File: src/rtl/spi_ram_pkg.sv
// Shared definitions for the SPI RAM host controller: command codes,
// frame length, FSM state encoding and the frame-building helper.
// No ports; imported by the controller, its shifter and the bus interface users.
package spi_ram_pkg;

    localparam int FRAME_BITS = 11;

    localparam logic [1:0] CMD_WR_ADDR = 2'b00;
    localparam logic [1:0] CMD_WR_DATA = 2'b01;
    localparam logic [1:0] CMD_RD_ADDR = 2'b10;
    localparam logic [1:0] CMD_RD_DATA = 2'b11;

    typedef enum logic [2:0] {
        ST_IDLE,
        ST_SHIFT,
        ST_GAP,
        ST_WAIT,
        ST_CAPTURE,
        ST_DONE
    } state_t;

    // Frame is MSB first: the command MSB is sent twice, then cmd[0], then payload.
    function automatic logic [FRAME_BITS-1:0] make_frame(input logic [1:0] cmd,
                                                         input logic [7:0] payload);
        return {cmd[1], cmd[1], cmd[0], payload};
    endfunction

endpackage

File: src/rtl/spi_ram_if.sv
// Bundle of the host request/response handshake and the three SPI pins.
// master modport: controller view (takes req/we/addr/wdata/miso, drives ready/done/rdata/ss_n/mosi).
// slave modport: host + RAM side view, directions mirrored.
interface spi_ram_if #(
    parameter int ADDR_W = 8,
    parameter int DATA_W = 8
);
    logic              req;
    logic              we;
    logic [ADDR_W-1:0] addr;
    logic [DATA_W-1:0] wdata;
    logic              ready;
    logic              done;
    logic [DATA_W-1:0] rdata;
    logic              ss_n;
    logic              mosi;
    logic              miso;

    modport master (
        input  req, we, addr, wdata, miso,
        output ready, done, rdata, ss_n, mosi
    );

    modport slave (
        output req, we, addr, wdata, miso,
        input  ready, done, rdata, ss_n, mosi
    );
endinterface

File: src/rtl/spi_frame_shifter.sv
// Parallel-load MSB-first serializer for one 11-bit SPI frame with a bit counter.
// Ports: clk, rst, load + frame in; sdo (registered serial out), busy, last (counter at 0).
// sdo reads 0 whenever no frame is in flight: eleven left shifts empty the register.
module spi_frame_shifter
    import spi_ram_pkg::*;
(
    input  logic                  clk,
    input  logic                  rst,
    input  logic                  load,
    input  logic [FRAME_BITS-1:0] frame,
    output logic                  sdo,
    output logic                  busy,
    output logic                  last
);

    logic [FRAME_BITS-1:0] sreg_q;
    logic [3:0]            cnt_q;
    logic                  busy_q;

    always_ff @(posedge clk) begin
        if (rst) begin
            sreg_q <= '0;
            cnt_q  <= '0;
            busy_q <= 1'b0;
        end else if (load) begin
            sreg_q <= frame;
            cnt_q  <= 4'(FRAME_BITS - 1);
            busy_q <= 1'b1;
        end else if (busy_q) begin
            sreg_q <= {sreg_q[FRAME_BITS-2:0], 1'b0};
            if (cnt_q == 4'd0) begin
                busy_q <= 1'b0;
            end else begin
                cnt_q <= cnt_q - 4'd1;
            end
        end
    end

    assign sdo  = sreg_q[FRAME_BITS-1];
    assign busy = busy_q;
    assign last = (cnt_q == 4'd0);

endmodule

File: src/rtl/spi_ram_master.sv
// Host-side SPI RAM controller: turns one read/write request into address + data frames,
// samples miso for reads. Latency accept->done: write 23+GAP_CYC, read 31+GAP_CYC+MISO_DLY.
// Backpressure: ready low while a transaction is in flight; req is ignored until ready.
// Ports: clk, rst (sync, active-high), bus (spi_ram_if.master: host handshake + ss_n/mosi/miso).
// Optional macro SPI_ADDR_CACHE_EN: remembers last write/read address and skips the address
// frame + gap when a request repeats the cached address of its direction.
module spi_ram_master
    import spi_ram_pkg::*;
#(
    parameter int ADDR_W   = 8,
    parameter int DATA_W   = 8,
    parameter int MISO_DLY = 2,
    parameter int GAP_CYC  = 1
) (
    input  logic     clk,
    input  logic     rst,
    spi_ram_if.master bus
);

    state_t                state_q, state_d;
    logic                  phase_q, phase_d;   // 0: address frame, 1: data frame
    logic [7:0]            cnt_q, cnt_d;
    logic                  we_q, we_d;
    logic [DATA_W-1:0]     wdata_q, wdata_d;
    logic [DATA_W-1:0]     rsh_q, rsh_d;
    logic [DATA_W-1:0]     rdata_q, rdata_d;
    logic                  ss_n_q, ss_n_d;

    logic                  ready;
    logic                  accept;
    logic                  hit;
    logic                  load;
    logic [FRAME_BITS-1:0] frame;
    logic                  sh_sdo, sh_busy, sh_last;

    assign ready  = (state_q == ST_IDLE) || (state_q == ST_DONE);
    assign accept = ready && bus.req;

`ifdef SPI_ADDR_CACHE_EN
    logic [ADDR_W-1:0] wr_addr_q, rd_addr_q;
    logic              wr_vld_q, rd_vld_q;

    assign hit = bus.we ? (wr_vld_q && (wr_addr_q == bus.addr))
                        : (rd_vld_q && (rd_addr_q == bus.addr));

    // Read and write address registers in the slave are independent, so each
    // direction keeps its own entry.
    always_ff @(posedge clk) begin
        if (rst) begin
            wr_addr_q <= '0;
            rd_addr_q <= '0;
            wr_vld_q  <= 1'b0;
            rd_vld_q  <= 1'b0;
        end else if (accept) begin
            if (bus.we) begin
                wr_addr_q <= bus.addr;
                wr_vld_q  <= 1'b1;
            end else begin
                rd_addr_q <= bus.addr;
                rd_vld_q  <= 1'b1;
            end
        end
    end
`else
    assign hit = 1'b0;
`endif

    always_comb begin
        state_d = state_q;
        phase_d = phase_q;
        cnt_d   = cnt_q;
        we_d    = we_q;
        wdata_d = wdata_q;
        rsh_d   = rsh_q;
        rdata_d = rdata_q;
        load    = 1'b0;
        frame   = '0;
        unique case (state_q)
            ST_IDLE, ST_DONE: begin
                state_d = ST_IDLE;
                if (accept) begin
                    we_d    = bus.we;
                    wdata_d = bus.wdata;
                    load    = 1'b1;
                    state_d = ST_SHIFT;
                    if (hit) begin
                        phase_d = 1'b1;
                        frame   = bus.we ? make_frame(CMD_WR_DATA, 8'(bus.wdata))
                                         : make_frame(CMD_RD_DATA, 8'h00);
                    end else begin
                        phase_d = 1'b0;
                        frame   = make_frame(bus.we ? CMD_WR_ADDR : CMD_RD_ADDR, 8'(bus.addr));
                    end
                end
            end
            ST_SHIFT: begin
                if (sh_busy && sh_last) begin
                    if (!phase_q) begin
                        state_d = ST_GAP;
                        cnt_d   = 8'(GAP_CYC - 1);
                    end else if (we_q) begin
                        state_d = ST_DONE;
                    end else if (MISO_DLY == 0) begin
                        state_d = ST_CAPTURE;
                        cnt_d   = 8'(DATA_W - 1);
                    end else begin
                        state_d = ST_WAIT;
                        cnt_d   = 8'(MISO_DLY - 1);
                    end
                end
            end
            ST_GAP: begin
                if (cnt_q == 8'd0) begin
                    load    = 1'b1;
                    phase_d = 1'b1;
                    frame   = we_q ? make_frame(CMD_WR_DATA, 8'(wdata_q))
                                   : make_frame(CMD_RD_DATA, 8'h00);
                    state_d = ST_SHIFT;
                end else begin
                    cnt_d = cnt_q - 8'd1;
                end
            end
            ST_WAIT: begin
                if (cnt_q == 8'd0) begin
                    state_d = ST_CAPTURE;
                    cnt_d   = 8'(DATA_W - 1);
                end else begin
                    cnt_d = cnt_q - 8'd1;
                end
            end
            ST_CAPTURE: begin
                rsh_d = {rsh_q[DATA_W-2:0], bus.miso};
                if (cnt_q == 8'd0) begin
                    rdata_d = rsh_d;
                    state_d = ST_DONE;
                end else begin
                    cnt_d = cnt_q - 8'd1;
                end
            end
            default: state_d = ST_IDLE;
        endcase
        // ss_n is registered from the next state so it tracks the frame bits exactly.
        ss_n_d = !((state_d == ST_SHIFT) || (state_d == ST_WAIT) || (state_d == ST_CAPTURE));
    end

    always_ff @(posedge clk) begin
        if (rst) begin
            state_q <= ST_IDLE;
            phase_q <= 1'b0;
            cnt_q   <= '0;
            we_q    <= 1'b0;
            wdata_q <= '0;
            rsh_q   <= '0;
            rdata_q <= '0;
            ss_n_q  <= 1'b1;
        end else begin
            state_q <= state_d;
            phase_q <= phase_d;
            cnt_q   <= cnt_d;
            we_q    <= we_d;
            wdata_q <= wdata_d;
            rsh_q   <= rsh_d;
            rdata_q <= rdata_d;
            ss_n_q  <= ss_n_d;
        end
    end

    spi_frame_shifter u_shifter (
        .clk   (clk),
        .rst   (rst),
        .load  (load),
        .frame (frame),
        .sdo   (sh_sdo),
        .busy  (sh_busy),
        .last  (sh_last)
    );

    assign bus.ready = ready;
    assign bus.done  = (state_q == ST_DONE);
    assign bus.rdata = rdata_q;
    assign bus.ss_n  = ss_n_q;
    assign bus.mosi  = sh_sdo;

endmodule

File: src/flat_wrapper.sv
// flat-port wrapper written by rule: the top's interface ports become plain ports
module spi_ram_master_flat import spi_ram_pkg::*;
#(
    parameter int ADDR_W   = 8,
    parameter int DATA_W   = 8,
    parameter int MISO_DLY = 2,
    parameter int GAP_CYC  = 1
)
  (clk, rst, bus_req, bus_we, bus_addr, bus_wdata, bus_miso, bus_ready, bus_done, bus_rdata, bus_ss_n, bus_mosi);
  spi_ram_if #(.ADDR_W(ADDR_W), .DATA_W(DATA_W)) bus_i ();
  input  logic clk;
  input  logic rst;
  input wire logic [$bits(bus_i.req)-1:0] bus_req;
  input wire logic [$bits(bus_i.we)-1:0] bus_we;
  input wire logic [$bits(bus_i.addr)-1:0] bus_addr;
  input wire logic [$bits(bus_i.wdata)-1:0] bus_wdata;
  input wire logic [$bits(bus_i.miso)-1:0] bus_miso;
  output wire logic [$bits(bus_i.ready)-1:0] bus_ready;
  output wire logic [$bits(bus_i.done)-1:0] bus_done;
  output wire logic [$bits(bus_i.rdata)-1:0] bus_rdata;
  output wire logic [$bits(bus_i.ss_n)-1:0] bus_ss_n;
  output wire logic [$bits(bus_i.mosi)-1:0] bus_mosi;
  assign bus_i.req = bus_req;
  assign bus_i.we = bus_we;
  assign bus_i.addr = bus_addr;
  assign bus_i.wdata = bus_wdata;
  assign bus_i.miso = bus_miso;
  assign bus_ready = bus_i.ready;
  assign bus_done = bus_i.done;
  assign bus_rdata = bus_i.rdata;
  assign bus_ss_n = bus_i.ss_n;
  assign bus_mosi = bus_i.mosi;
  spi_ram_master #(.ADDR_W(ADDR_W), .DATA_W(DATA_W), .MISO_DLY(MISO_DLY), .GAP_CYC(GAP_CYC)) u_core (.clk(clk), .rst(rst), .bus(bus_i));
endmodule
File: config.mk
export PLATFORM = sky130hd
export DESIGN_NAME = spi_ram_master_flat
export DESIGN_NICKNAME = d
export VERILOG_FILES = /design/src/rtl/spi_ram_pkg.sv /design/src/rtl/spi_ram_if.sv /design/src/rtl/spi_frame_shifter.sv /design/src/rtl/spi_ram_master.sv /design/src/flat_wrapper.sv
export SDC_FILE = /design/constraint.sdc
export NUM_CORES = 1
export LEC_CHECK = 0
export ABC_AREA = 1
export CORE_MARGIN = 8
export CORE_UTILIZATION = 31
export CTS_BUF_LIST = sky130_fd_sc_hd__clkbuf_8
export DETAILED_ROUTE_END_ITERATION = 10
export PLACE_DENSITY = 0.6
export SKIP_CTS_REPAIR_TIMING = 1
export SYNTH_ARGS = -nofsm -noshare
export SYNTH_HDL_FRONTEND = slang
export SYNTH_SLANG_ARGS = --single-unit
export TNS_END_PERCENT = 10
File: constraint.sdc
create_clock -name clk -period 1.7 [get_ports clk]
set_clock_uncertainty 0.15 [all_clocks]
set_input_delay 0.34 -clock clk [delete_from_list [all_inputs] [get_ports clk]]
set_output_delay 0.34 -clock clk [all_outputs]
set_load 0.01 [all_outputs]
## Yosys cells after proc, flatten, opt, wreduce, memory -nomap -nowiden

Cells that the tools add are included.
W data, S select, Z words.

- Register bits: 53
- Latch bits: 0
- Memory bits (writable): 0
- Memory bits (read-only): 0
- Input port bits: 21
- Output and inout bits: 12
- Logic and storage cells: 83
- Memories: 0

- Add/subtract/negate cells: 2
- $mul: 0
- Divide/modulo/power cells: 0
- Magnitude comparators: 0
- Equal/unequal tests: 14
- Shift operators: 0
- Muxes and demuxes: 33
- Bitwise logic cells: 1
- Reduce and logical (&&, ||, !) cells: 21

Operator list:

| operator | number |
|---|---|
| $mux W11 | 5 |
| $mux W8 | 5 |
| $pmux W8 S3 | 1 |
| $pmux W11 S2 | 1 |
| $mux W3 | 6 |
| $pmux W3 S5 | 1 |
| $mux W4 | 3 |
| $eq A3 B2 Y1 const B | 3 |
| $eq A3 B3 Y1 const B | 3 |
| $logic_not A8 Y1 | 1 |
| $mux W1 | 8 |
| $ne A2 B1 Y1 const B | 4 |
| $reduce_and A2 Y1 | 4 |
| $sub A8 B1 Y8 const B | 1 |
| $eq A3 B1 Y1 const B | 2 |
| $reduce_or A2 Y1 | 3 |
| $logic_not A4 Y1 | 1 |
| $pmux W1 S2 | 2 |
| $reduce_and A4 Y1 | 1 |
| $reduce_bool A2 Y1 | 2 |
| $sub A4 B1 Y4 const B | 1 |
| $logic_not A3 Y1 | 1 |
| $logic_or A1 B1 Y1 | 3 |
| $ne A3 B3 Y1 const B | 1 |
| 7 further kinds | 8 |

## Longest topological paths before layout

Gate-level depths: netlist of the first run.

- Depth in word-level cells: 9
- Depth in mapped cells: 12
- Mapped depth without buffers: 11

## Modules after synthesis

From an unflattened synthesis of the first run, not the netlist that was laid out.

- Cells, all modules: 352
- Area, all modules: 2593.7 um^2

By module, submodules not included:

| module | times used | cells an instance | area an instance (um^2) | sequential area each (um^2) |
|---|---|---|---|---|
| spi_ram_master | 1 | 246 | 1828.0 | 740.7 |
| spi_frame_shifter | 1 | 106 | 765.7 | 320.3 |

## Worst setup path before layout of the first run

OpenSTA, ideal clock, no wires.

- Path kind: register -> register
- From: register u_core.cnt_q[0]
- To: register u_core.u_shifter.sreg_q[1]
- Setup time: 109 ps
- Data arrival time: 1375 ps
- Data required time: 1441 ps
- Setup slack: 67 ps
- Stages on the path, launching flop included: 13
- Path buffers: 1
- Clock period less this slack: 1633 ps
- Path through: dfxtp_1 -> inv_1 -> ha_1 -> nand2_1 -> nor2_4 -> nand2_4 -> nand2_4 -> nor2_2 -> buf_6 -> nor2_1 -> nand2_1 -> nand2_1 -> inv_1

- Cells in the longest elaborated chain, start to end: 4
- Elaborated cells on any way between the ends: 7
- Classes of those cells: 5 x mux; 2 x reduce/logical

RTL lines:

| element | line | source |
|---|---|---|
| start: declaration | spi_ram_master.sv:22 | `logic [7:0] cnt_q, cnt_d;` |
| start signal: assignment | spi_ram_master.sv:159 | `cnt_q <= cnt_d;` |
| $logic_not A8 Y1 (*) | spi_ram_master.sv:113 | `if (cnt_q == 8'd0) begin` |
| $mux W11 / $mux W1 (equally long branches) | spi_ram_master.sv:113 |  |
| $pmux W11 S2 / $pmux W1 S2 (equally long branches) | spi_ram_master.sv:78 | `unique case (state_q)` |
| $mux W11 / $reduce_bool A2 Y1 (equally long branches) | - |  |
| end signal: assignment | spi_frame_shifter.sv:26 | `sreg_q <= frame;` |
| end signal: assignment | spi_frame_shifter.sv:30 | `sreg_q <= {sreg_q[FRAME_BITS-2:0], 1'b0};` |
| end: declaration | spi_frame_shifter.sv:16 | `logic [FRAME_BITS-1:0] sreg_q;` |

Mark *: on every way between the ends. The rest lies on a longest branch, timed or not.
A chain may end at the register's enable or synchronous reset.

## Worst setup path after layout of the first run

- From: register u_core.cnt_q[0]
- To: register u_core.u_shifter.sreg_q[5]

Same word-level chain as after synthesis.

==> implementation parameters, run 1 <==
Parameter                              Value

Floorplan
  Row cnt    34
  Die Outline Area    0.0122 mm^2
  Boundary Pins    33
  Starting utilization of the core area    0.319
  Height of the die    110 um
  Floorplan die width    110 um
  Floorplan core area    0.00868 mm^2

Logic synthesis
  Area fraction in and, or, nand and nor cells after synthesis    0.392
  Synthesis-stage register bit count    53
  Synth warn    0
  Proportion of register bits with asynchronous set or reset after synthesis    0
  Mapped cell area    0.00277 mm^2
  Number of synthesized flops with an enable pin    0
  Sequential cell area fraction in the yosys report    0.384
  Dominant combinational cell family by area after synthesis    simple AND/OR/NAND/NOR gates
  Area share of the largest cell type after synthesis    0.384
  Compound-gate portion of the synthesized area    0.0950
  Yosys top cell by area    sky130_fd_sc_hd__dfxtp_1
  Adder-cell share of the synthesized area    0.0136
  Main area contributors after synthesis    sky130_fd_sc_hd__dfxtp_1, sky130_fd_sc_hd__nand2_1, sky130_fd_sc_hd__nor2_1
  Leading register cell type out of synthesis    sky130_fd_sc_hd__dfxtp_1
  Net count of the mapped netlist    451
  Number of distinct library cells after synthesis    26
  Synth Area in XOR/XNOR    0.00633
  Post-synthesis instance total    427
  Post-synthesis mux area share    0
  Synthesized area per cell    6.48 um^2

Timing
  TNS Setup    0 ns
  Fin crit share    0.948
  Number of failing hold endpoints at the final stage    0
  Pin slew with the least headroom to its limit    0.320 ns
  Final critical delay including setup and external delays    1.61 ns
  Highest Clock Rate    0.620 GHz
  Max-slew headroom at the worst pin    0.787
  Setup repair after global routing missed its margin    yes
  Pins over their slew limit    0
  Final worst-path setup slack    0.0882 ns
  Final setup fails    0

Layout
  Most frequent cells in the layout    sky130_fd_sc_hd__nand2_1, sky130_fd_sc_hd__nor2_1, sky130_fd_sc_hd__inv_1, sky130_fd_sc_hd__dfxtp_1, sky130_fd_sc_hd__buf_4
  Layout cells sized above 1    0.206
  Syn-to-layout area delta    34.7%
  Most common library cell in the layout ignoring fill and taps    sky130_fd_sc_hd__nand2_1
  Multi-input gate area in the final layout    0.00150 mm^2
  Fin nets    518
  Diodes inserted    0
  FF+latch area    0.00107 mm^2
  Fraction of the core area covered by cells at the end of the flow    0.429
  Finished Cell Area    0.00372 mm^2
  Filler Cells Inserted    970

Worst setup path
  Reg2Reg Launch Point    u_core.cnt_q[0]$_SDFFE_PP0P_
  Worst Setup SP    u_core.cnt_q[0]$_SDFFE_PP0P_
  Worst r2r dst    u_core.u_shifter.sreg_q[5]$_SDFFE_PP0P_
  Worst reg2reg path depth    12
  Type of the worst setup path    register to register
  Worst R2R Setup Slack    0.09 ns
  Crit. End Element    register
  Crit path arrival time    1.70 ns
  Required time of the critical path    1.79 ns
  Category of the worst setup path launch point    register
  Highest fanout seen on the critical path    8
  Critical path capture point    u_core.u_shifter.sreg_q[5]$_SDFFE_PP0P_

Clock tree
  Clock buffer count from CTS    5
  Clock tree buffer depth    2
  CTS root buf    sky130_fd_sc_hd__clkbuf_8
  TritonCTS clock tree    done
  Clock latency at the later pin of the worst-skew pair    0.32 ns
  Maximum level of the CTS H-tree    2
  Number of clock sinks seen by CTS    53
  Post-CTS clock slew at the launch and capture registers of the worst setup and hold paths    0.11 ns

Pwr
  Combinational share of power    0.393
  Relative contribution of the clock network to total power    0.214
  Internal power summed over all cells    2.36 mW
  Reg power frac    0.394
  Pwr Density    1000 mW/mm^2
  Switch share    0.368
  Leakage power of the design    1.96 nW
  Switching power    1.37 mW
  Highest ir drop seen on vdd    0.000408 V

Route
  DR pass1 iterations    4
  Routed wire length per instance    11.4 um
  Via count of the routed design    2786
  DRC errors left    0
  Vias per cell    4.62
  Violation count after the first detailed-route iteration    148
  ANT nets after route    0
  Total length of routed wires    6860 um

Place
  Cell Area, Placed    0.00344 mm^2
  Number of buffers added on ports    32
  Detailed-placement wirelength estimate    5090 um
  Weighted congestion at the end of routability-driven global placement    0.811
  Worst slack at placement    -0.114 ns

GRT
  Vias in the first global route    2697
  Initial antenna violation count    0
  Global-route congestion overflow total    0
  Tot GR Track Use    0.113
  Global-route wire length before repair    11900 um
  Pin count of the biggest net entering global routing    30

Worst hold path
  Type of the most critical hold path    register to register

Run
  Max-capacitance violation count    0

Status
  Outcome    complete, no violations
power by group through the flow:
stage	combinational (mW)	sequential, mW	clock, mW
2_1_floorplan	0.842	1.48	0
3_3_place_gp	1.26	1.49	0
3_5_place_dp	1.27	1.49	0
4_1_cts	1.28	1.46	0.822
5_1_grt	1.65	1.49	0.882
6_report	1.47	1.47	0.798
cells by family (layout without fill, tap and decap cells):
logic type      after synthesis  count (layout)
buf+inv                      73             141
simple gates                246             246
flops                        53              53
xor+xnor                      2               2
fa+ha+maj                     3               3
compound gates               50              50
worst max-delay path, cell delays in order (launching register included):
cell and delay [ns]:
sky130_fd_sc_hd__dfxtp_2 0.34, sky130_fd_sc_hd__inv_2 0.07, sky130_fd_sc_hd__ha_4 0.14, sky130_fd_sc_hd__nand2_4 0.05, sky130_fd_sc_hd__nor2_4 0.19, sky130_fd_sc_hd__nand2_4 0.08
sky130_fd_sc_hd__nand2_4 0.07, sky130_fd_sc_hd__nor2_2 0.05, sky130_fd_sc_hd__buf_6 0.13, sky130_fd_sc_hd__nor2_1 0.11, sky130_fd_sc_hd__nand2_1 0.06, sky130_fd_sc_hd__nand2_1 0.05
sky130_fd_sc_hd__inv_1 0.03
cells in the mapped netlist, types with 3 or more instances:
cell type and n:
sky130_fd_sc_hd__nand2_4 3, sky130_fd_sc_hd__inv_2 8, sky130_fd_sc_hd__nor2_2 3, sky130_fd_sc_hd__o21ai_0 32, sky130_fd_sc_hd__buf_2 5, sky130_fd_sc_hd__nand4_1 14, sky130_fd_sc_hd__clkbuf_1 4, sky130_fd_sc_hd__a21oi_1 12
sky130_fd_sc_hd__nor2_1 80, sky130_fd_sc_hd__buf_6 3, sky130_fd_sc_hd__inv_1 52, sky130_fd_sc_hd__dfxtp_1 53, sky130_fd_sc_hd__nand2_2 5, sky130_fd_sc_hd__nand3b_1 8, sky130_fd_sc_hd__ha_1 3, sky130_fd_sc_hd__nand3_1 18
sky130_fd_sc_hd__nand2_1 110
worst min-delay path by stage:
| stage | slack (ns) | to | cells past startpoint | start |
|---|---|---|---|---|
| 5_1_grt | 0.36 | u_core.u_shifter.sreg_q[8]$_SDFFE_PP0P_ | 2 | u_core.u_shifter.sreg_q[8]$_SDFFE_PP0P_ |
| 6_report | 0.33 | u_core.u_shifter.sreg_q[8]$_SDFFE_PP0P_ | 2 | u_core.u_shifter.sreg_q[8]$_SDFFE_PP0P_ |
| 2_1_floorplan | 0.27 | u_core.u_shifter.cnt_q[0]$_SDFFE_PP0P_ | 1 | rst |
| 3_3_place_gp | 0.31 | u_core.u_shifter.sreg_q[8]$_SDFFE_PP0P_ | 2 | u_core.u_shifter.sreg_q[8]$_SDFFE_PP0P_ |
| 3_5_place_dp | 0.31 | u_core.u_shifter.sreg_q[8]$_SDFFE_PP0P_ | 2 | u_core.u_shifter.sreg_q[8]$_SDFFE_PP0P_ |
| 4_1_cts | 0.33 | u_core.u_shifter.sreg_q[8]$_SDFFE_PP0P_ | 2 | u_core.u_shifter.sreg_q[8]$_SDFFE_PP0P_ |
state kept, by name, indices dropped and copies added (netlist names):
signal                   count
u_core.rsh_q                 7
u_core.we_q                  1
u_core.state_q               3
u_core.u_shifter.busy        1
u_core.bus.ss_n              1
u_core.u_shifter.cnt_q       4
u_core.wdata_q               8
u_core.bus.rdata             8
u_core.phase_q               1
u_core.u_shifter.sreg_q     11
u_core.cnt_q                 8
layout make-up:
cell class	instances	share of cell area
clock inverters	3	0.00773
flip-flops and latches	53	0.287
well taps	108	0.0363
inverters	60	0.0618
repair buffers	73	0.186
clock buffers	5	0.0185
multi-input cells	301	0.403
per-layer routing:
layer	routed length, um	share of wire	track usage	vias up
met5	0	0	0	-
met4	96	0.014	0.0351	0
met3	260	0.038	0.0363	6
met2	3170	0.46	0.188	38
met1	3340	0.49	0.133	1276
li1	-	-	-	1466
per-stage QoR:
step                hold WS, ns  power, mW  std cells
floorplan                 0.268       2.33        427
global placement          0.307       2.75        590
detailed placement        0.311       2.77        590
CTS                       0.328       3.56        598
global route              0.355       4.02        603
finish                    0.328       3.73        603
Power figures use the tool's default switching activity.
==> run 2, diff against run 1 <==
--- a/config.mk
+++ b/config.mk
@@ -7,12 +7,12 @@
 export LEC_CHECK = 0
 export ABC_AREA = 1
 export CORE_MARGIN = 8
-export CORE_UTILIZATION = 31
+export CORE_UTILIZATION = 40
 export CTS_BUF_LIST = sky130_fd_sc_hd__clkbuf_8
 export DETAILED_ROUTE_END_ITERATION = 10
-export PLACE_DENSITY = 0.6
+export PLACE_DENSITY = 0.72
 export SKIP_CTS_REPAIR_TIMING = 1
 export SYNTH_ARGS = -nofsm -noshare
 export SYNTH_HDL_FRONTEND = slang
 export SYNTH_SLANG_ARGS = --single-unit
-export TNS_END_PERCENT = 10
+export TNS_END_PERCENT = 5
==> implementation parameters, run 2 (synthesis gave the netlist of run 1 again) <==
Parameter                              Value

Pwr
  Leakage power of the design    1.90 nW (-3.2%)
  Pwr Density    1050 mW/mm^2 (+5.1%)
  Power Total    3.76 mW (+0.85%)
  Highest ir drop seen on vdd    0.000558 V (+37%)

Floorplan
  Die Outline Area    0.00983 mm^2 (-19%)
  Floorplan die width    99.1 um (-10%)
  Floorplan core area    0.00676 mm^2 (-22%)
  Starting utilization of the core area    0.409 (+0.0906)
  Height of the die    99.1 um (-10%)
  Boundary Pins    33 (unchanged)
  Row cnt    30 (-12%)

Route
  ANT nets after route    0 (unchanged)
  Via count of the routed design    2721 (-2.3%)
  Total length of routed wires    6670 um (-2.9%)
  DR pass1 iterations    4 (unchanged)
  Violation count after the first detailed-route iteration    124 (-16%)
  Vias per cell    4.80 (+3.9%)
  DRC errors left    0 (unchanged)
  Routed wire length per instance    11.8 um (+3.3%)

Place
  Worst slack at placement    -0.0703 ns (+0.0433 ns)
  Number of buffers added on ports    32 (unchanged)
  Detailed-placement wirelength estimate    4930 um (-3.2%)
  Weighted congestion at the end of routability-driven global placement    0.904 (+11%)
  Cell Area, Placed    0.00337 mm^2 (-2.0%)

Timing
  Final critical delay including setup and external delays    1.65 ns (+0.0420 ns)
  Final setup fails    0 (unchanged)
  Final worst-path setup slack    0.0462 ns (-0.0420 ns)
  Fin crit share    0.973 (+0.0247)
  Pin slew with the least headroom to its limit    0.282 ns (-0.0378 ns)
  Highest Clock Rate    0.605 GHz (-2.5%)
  Setup repair after global routing missed its margin    yes
  Minimum hold slack    0.315 ns (-0.0130 ns)
  Number of failing hold endpoints at the final stage    0 (unchanged)
  Pins over their slew limit    0 (unchanged)
  Max-slew headroom at the worst pin    0.810 (+0.0234)

Layout
  Syn-to-layout area delta    29.3%
  Most common library cell in the layout ignoring fill and taps    sky130_fd_sc_hd__nand2_1
  Finished Cell Area    0.00357 mm^2 (-4.0%)
  Most frequent cells in the layout    sky130_fd_sc_hd__nand2_1, sky130_fd_sc_hd__nor2_1, sky130_fd_sc_hd__inv_1, sky130_fd_sc_hd__dfxtp_1
  Fin nets    510 (-1.5%)
  Max reg flops    11 (unchanged)
  Fraction of the core area covered by cells at the end of the flow    0.529 (+0.0999)
  Diodes inserted    0 (unchanged)
  Register containing the most flip-flops in the final layout    u_core.u_shifter.sreg_q
  Layout cells sized above 1    0.158 (-0.0479)

GRT
  Global-route congestion overflow total    0 (unchanged)
  Initial antenna violation count    0 (unchanged)
  Tot GR Track Use    0.139 (+0.0263)
  Global-route wire length before repair    11300 um (-4.5%)
  Pin count of the biggest net entering global routing    36 (+20%)
  Vias in the first global route    2604 (-3.4%)

Worst hold path
  Worst Hold Depth    2 (unchanged)
  Type of the most critical hold path    register to register

Status
  Outcome    complete, no violations

Worst setup path
  Type of the worst setup path    register to register
  Crit path arrival time    1.72 ns (+0.02 ns)
  Highest fanout seen on the critical path    11 (+3)
  Required time of the critical path    1.76 ns (-0.03 ns)
  Worst reg2reg path depth    10 (-2)
  Category of the worst setup path launch point    register
  Crit. End Element    register

Clock tree
  TritonCTS clock tree    done
  Maximum level of the CTS H-tree    2 (unchanged)
  Clock latency at the later pin of the worst-skew pair    0.31 ns (about the same)
  Post-CTS clock slew at the launch and capture registers of the worst setup and hold paths    0.10 ns (about the same)
  Clock tree buffer depth    2 (unchanged)
  Clock buffer count from CTS    5 (unchanged)
  CTS root buf    sky130_fd_sc_hd__clkbuf_8
  Number of clock sinks seen by CTS    53 (unchanged)

Run
  Max-capacitance violation count    0 (unchanged)
[run 2: cell types whose count changed in the layout (fill, tap and decap cells not counted), moves of 3 or more]
cell / previous run / this run
sky130_fd_sc_hd__buf_6: 5 / 1
sky130_fd_sc_hd__dfxtp_1: 46 / 50
sky130_fd_sc_hd__nor2_1: 74 / 77
sky130_fd_sc_hd__nand2_2: 5 / 8
sky130_fd_sc_hd__nand2_4: 6 / 3
sky130_fd_sc_hd__inv_1: 49 / 52
sky130_fd_sc_hd__dfxtp_2: 7 / 3
[run 2: critical path, stage by stage (launching register included)]
cell and delay, ns:
sky130_fd_sc_hd__dfxtp_1 0.32, sky130_fd_sc_hd__inv_1 0.07, sky130_fd_sc_hd__ha_1 0.16, sky130_fd_sc_hd__nand2_2 0.08, sky130_fd_sc_hd__nor2_4 0.16, sky130_fd_sc_hd__buf_6 0.18, sky130_fd_sc_hd__nand2_2 0.09, sky130_fd_sc_hd__nand3_1 0.12
sky130_fd_sc_hd__nand2_1 0.07, sky130_fd_sc_hd__nor2_1 0.10, sky130_fd_sc_hd__nor2_1 0.05
[run 2: metrics by stage]
step	setup TNS [ns]	std cells
detailed placement	-0.857	559
global placement	-0.364	559
global route	-0.533	567
floorplan	0	427
finish	0	567
CTS	-0.732	567
[run 2: worst paths after layout]
| kind | end | startpoint | slack [ns] |
|---|---|---|---|
| max | u_core.bus.ss_n$_SDFF_PP1_ | u_core.cnt_q[1]$_SDFFE_PP0P_ | 0.05 |
| min | u_core.u_shifter.sreg_q[8]$_SDFFE_PP0P_ | u_core.u_shifter.sreg_q[8]$_SDFFE_PP0P_ | 0.31 |
| max reg2reg | u_core.bus.ss_n$_SDFF_PP1_ | u_core.cnt_q[1]$_SDFFE_PP0P_ | 0.05 |
| min reg2reg | u_core.u_shifter.sreg_q[8]$_SDFFE_PP0P_ | u_core.u_shifter.sreg_q[8]$_SDFFE_PP0P_ | 0.31 |
[run 2: layout make-up]
class	count	area [um^2]
Clock buffer	5	68.8
Clock inverter	3	65.1
Fill cell	671	3180
Inverter	60	228
Multi-Input combinational cell	301	1440
Sequential cell	53	1060
Tap cell	80	100
Timing Repair Buffer	65	612
[run 2: report_power, final]
group / switching, mW / internal, mW
sequential: 0.0852 / 1.38
combinational: 0.736 / 0.543
clock: 0.434 / 0.585
total: 1.25 / 2.51
[run 2: layer usage]
| layer | global-route usage | vias up | routed length [um] |
|---|---|---|---|
| met5 | 0 | - | 0 |
| met4 | 0.0512 | 0 | 110 |
| met3 | 0.0328 | 10 | 298 |
| met2 | 0.234 | 58 | 3260 |
| met1 | 0.168 | 1210 | 3000 |
| li1 | - | 1443 | - |
==> run 3, diff against run 2 <==
--- a/config.mk
+++ b/config.mk
@@ -5,12 +5,11 @@
 export SDC_FILE = /design/constraint.sdc
 export NUM_CORES = 1
 export LEC_CHECK = 0
-export ABC_AREA = 1
 export CORE_MARGIN = 8
 export CORE_UTILIZATION = 40
 export CTS_BUF_LIST = sky130_fd_sc_hd__clkbuf_8
 export DETAILED_ROUTE_END_ITERATION = 10
-export PLACE_DENSITY = 0.72
+export PLACE_DENSITY = 0.73
 export SKIP_CTS_REPAIR_TIMING = 1
 export SYNTH_ARGS = -nofsm -noshare
 export SYNTH_HDL_FRONTEND = slang
==> constraint.sdc (replaced) <==
create_clock -name clk -period 1.4 [get_ports clk]
set_clock_uncertainty 0.15 [all_clocks]
set_input_delay 0.28 -clock clk [delete_from_list [all_inputs] [get_ports clk]]
set_output_delay 0.28 -clock clk [all_outputs]
set_load 0.01 [all_outputs]
==> implementation parameters, run 3 <==
Parameter                              Value

Clock tree
  Post-CTS clock slew at the launch and capture registers of the worst setup and hold paths    0.10 ns (about the same)
  Number of clock sinks seen by CTS    53 (unchanged)
  CTS root buf    sky130_fd_sc_hd__clkbuf_8
  Maximum level of the CTS H-tree    2 (unchanged)
  Clock tree buffer depth    2 (unchanged)
  TritonCTS clock tree    done
  Clock latency at the later pin of the worst-skew pair    0.30 ns (about the same)
  Clock buffer count from CTS    5 (unchanged)

Place
  Weighted congestion at the end of routability-driven global placement    0.861 (-4.7%)
  Placed Cells incl. Taps    437 (-22%)
  Number of buffers added on ports    32 (unchanged)
  Detailed-placement wirelength estimate    4290 um (-13%)

Logic synthesis
  Net count of the mapped netlist    310 (-31%)
  Proportion of register bits with asynchronous set or reset after synthesis    0 (unchanged)
  Synth Area in XOR/XNOR    0.0145 (+0.00821)
  Commonest cells in the synthesized netlist    sky130_fd_sc_hd__dfxtp_1, sky130_fd_sc_hd__nand2_1, sky130_fd_sc_hd__a21oi_1, sky130_fd_sc_hd__nor2_1, sky130_fd_sc_hd__o21ai_0
  Synthesis-stage register bit count    53 (unchanged)
  Synth warn    0 (unchanged)
  Mapped cell area    0.00241 mm^2 (-13%)
  Adder-cell share of the synthesized area    0.0197 (+0.00617)
  Most frequent cell after synthesis    sky130_fd_sc_hd__dfxtp_1
  Main area contributors after synthesis    sky130_fd_sc_hd__dfxtp_1, sky130_fd_sc_hd__a21oi_1, sky130_fd_sc_hd__nand2_1
  Area share of the largest cell type after synthesis    0.441 (+0.0568)
  Area fraction in and, or, nand and nor cells after synthesis    0.229 (-0.163)
  Number of distinct library cells after synthesis    51 (+96%)
  Post-synthesis instance total    286 (-33%)
  Leading register cell type out of synthesis    sky130_fd_sc_hd__dfxtp_1
  Sequential cell area fraction in the yosys report    0.441 (+0.0568)
  Dominant combinational cell family by area after synthesis    simple AND/OR/NAND/NOR gates
  Number of synthesized flops with an enable pin    0 (unchanged)
  Yosys top cell by area    sky130_fd_sc_hd__dfxtp_1
  Synthesized area per cell    8.42 um^2 (+30%)
  Compound-gate portion of the synthesized area    0.211 (+0.116)
  Post-synthesis mux area share    0.0379 (+0.0379)

Worst setup path
  Worst R2R Setup Slack    -0.84 ns (-0.88 ns)
  Crit. End Element    register
  Family with the most delay on the worst path    simple AND/OR/NAND/NOR gates
  Worst reg2reg path depth    8 (-2)
  Total stage count of the critical path    8 (-2)
  Required time of the critical path    1.49 ns (-0.27 ns)
  Reg2Reg Launch Point    u_core.cnt_q[1]$_SDFFE_PP0P_
  Worst stage delay on the critical path    0.58 ns (+0.26 ns)
  Worst-path cell chain    inv_2, ha_4, or3b_4, or4_4, nor2_8, buf_6, a22oi_2, a21oi_1
  Count of buffer and inverter cells on the critical path    2 (unchanged)
  Worst r2r dst    u_core.u_shifter.sreg_q[0]$_SDFFE_PP0P_
  Category of the worst setup path launch point    register
  Cell at the slowest stage of the critical path    sky130_fd_sc_hd__or4_4
  Highest fanout seen on the critical path    8 (-3)
  Type of the worst setup path    register to register
  Crit path arrival time    2.33 ns (+0.61 ns)

Worst hold path
  Type of the most critical hold path    register to register
  Worst Hold Depth    2 (unchanged)
  Hold worst-path end    u_core.rsh_q[6]$_SDFFE_PP0P_
  Min-Delay Startpoint    u_core.rsh_q[6]$_SDFFE_PP0P_

Pwr
  Switching power    1.02 mW (-19%)
  Internal power summed over all cells    2.44 mW (-2.9%)
  Combinational share of power    0.268 (-0.072)
  Reg power frac    0.478 (+0.089)
  Highest ir drop seen on vdd    0.000610 V (+9.3%)
  Switch share    0.294 (-0.0389)
  Relative contribution of the clock network to total power    0.254 (-0.017)
  Leakage power of the design    1.42 nW (-25%)
  Power Total    3.45 mW (-8.3%)
  Pwr Density    983 mW/mm^2 (-6.7%)

Layout
  Most frequent cells in the layout    sky130_fd_sc_hd__buf_4, sky130_fd_sc_hd__dfxtp_1, sky130_fd_sc_hd__nand2_1, sky130_fd_sc_hd__a21oi_1, sky130_fd_sc_hd__clkdlybuf4s50_1
  Diodes inserted    0 (unchanged)
  Filler Cells Inserted    513 (-24%)
  Non-filler cells, final    450 (-21%)
  Most common library cell in the layout ignoring fill and taps    sky130_fd_sc_hd__buf_4
  Syn-to-layout area delta    45.9%
  Layout cells sized above 1    0.325 (+0.167)
  Fraction of the core area covered by cells at the end of the flow    0.597 (+0.0681)
  Max reg flops    11 (unchanged)
  Fin nets    398 (-22%)
  Register containing the most flip-flops in the final layout    u_core.u_shifter.sreg_q

Timing
  TNS Setup    -30.68 ns (-30.68 ns)
  Setup repair after global routing missed its margin    yes
  Pin slew with the least headroom to its limit    0.527 ns (+0.245 ns)
  Final critical delay including setup and external delays    2.24 ns (+0.583 ns)
  Max-slew headroom at the worst pin    0.646 (-0.164)
  Final setup fails    65 (+65)
  Number of failing hold endpoints at the final stage    0 (unchanged)
  Final worst-path setup slack    -0.837 ns (-0.883 ns)
  Fin crit share    1.60 (+0.625)
  Highest Clock Rate    0.447 GHz (-26%)
  Pins over their slew limit    0 (unchanged)

Floorplan
  Starting utilization of the core area    0.409 (about the same)
  Row cnt    28 (-6.7%)
  Floorplan die width    93.6 um (-5.6%)
  Die Outline Area    0.00876 mm^2 (-11%)
  Height of the die    93.6 um (-5.6%)
  Floorplan core area    0.00589 mm^2 (-13%)
  Boundary Pins    33 (unchanged)

Route
  Vias per cell    5.30 (+11%)
  DRC errors left    0 (unchanged)
  ANT nets after route    0 (unchanged)
  Violation count after the first detailed-route iteration    174 (+40%)
  Total length of routed wires    6420 um (-3.7%)
  Via count of the routed design    2387 (-12%)
  DR pass1 iterations    4 (unchanged)
  Routed wire length per instance    14.3 um (+21%)

Status
  Failing checks    setup timing
  Outcome    complete, but fails checks

GRT
  Global-route congestion overflow total    0 (unchanged)
  Initial antenna violation count    0 (unchanged)
  Tot GR Track Use    0.141 (+0.00164)
  Vias in the first global route    2241 (-14%)
  Pin count of the biggest net entering global routing    25 (-31%)
  Global-route wire length before repair    10200 um (-10%)

Run
  Max-capacitance violation count    0 (unchanged)
==> run 3: worst max path at each step <==
stage	start	endpoint	slack [ns]
after floorplan	u_core.cnt_q[1]$_SDFFE_PP0P_	u_core.u_shifter.sreg_q[10]$_SDFFE_PP0P_	-0.84
after global placement	u_core.cnt_q[5]$_SDFFE_PP0P_	u_core.u_shifter.sreg_q[10]$_SDFFE_PP0P_	-0.86
after detailed placement	u_core.u_shifter.cnt_q[0]$_SDFFE_PP0P_	u_core.cnt_q[6]$_SDFFE_PP0P_	-0.89
after CTS	u_core.u_shifter.cnt_q[0]$_SDFFE_PP0P_	u_core.cnt_q[5]$_SDFFE_PP0P_	-0.94
after global routing	u_core.cnt_q[1]$_SDFFE_PP0P_	u_core.u_shifter.sreg_q[5]$_SDFFE_PP0P_	-0.91
final	u_core.cnt_q[1]$_SDFFE_PP0P_	u_core.u_shifter.sreg_q[0]$_SDFFE_PP0P_	-0.84
==> run 3: final cells by class <==
cell class                      instances  area [um^2]  area share
Multi-Input combinational cell        208         1410       0.400
Sequential cell                        53         1070       0.303
Timing Repair Buffer                   96          818       0.233
Tap cell                               75         93.8      0.0267
Clock buffer                            5         68.8      0.0196
Inverter                               10         41.3      0.0117
Clock inverter                          3         21.3     0.00605
==> run 3: cell families (layout without fill, tap and decap cells) <==
family,Yosys count,after routing
compound gates,82,82
xor+xnor,4,4
fa+ha+maj,4,4
buf+inv,25,114
flops,53,53
mux,9,9
simple gates,109,109
==> run 3: through the flow <==
stage	hold slack, ns	instance area (um^2)	worst slack (ns)
2_1_floorplan	0.266	2420	-0.836
3_3_place_gp	0.293	3220	-0.856
3_5_place_dp	0.297	3220	-0.888
4_1_cts	0.311	3310	-0.942
5_1_grt	0.340	3510	-0.906
6_report	0.315	3510	-0.837
==> run 3: routing by layer <==
metal / global-route usage / up-vias / wire [um]
li1: - / 1195 / -
met1: 0.185 / 1127 / 2890
met2: 0.223 / 55 / 3110
met3: 0.0304 / 10 / 301
met4: 0.0449 / 0 / 119
met5: 0 / - / 0
==> run 3: power by group through the flow <==
stage               Combinational [mW]  Sequential [mW]  Clock [mW]
detailed placement               0.790             1.68           0
floorplan                        0.414             1.68           0
global placement                 0.773             1.68           0
finish                           0.925             1.65       0.877
CTS                              0.796             1.64       0.892
global route                      1.01             1.66       0.945
==> run 3: tightest hold or removal path, stage by stage (launching register included) <==
cell,delay (ns)
sky130_fd_sc_hd__dfxtp_1,0.32
sky130_fd_sc_hd__nand2_1,0.05
sky130_fd_sc_hd__a21oi_1,0.05
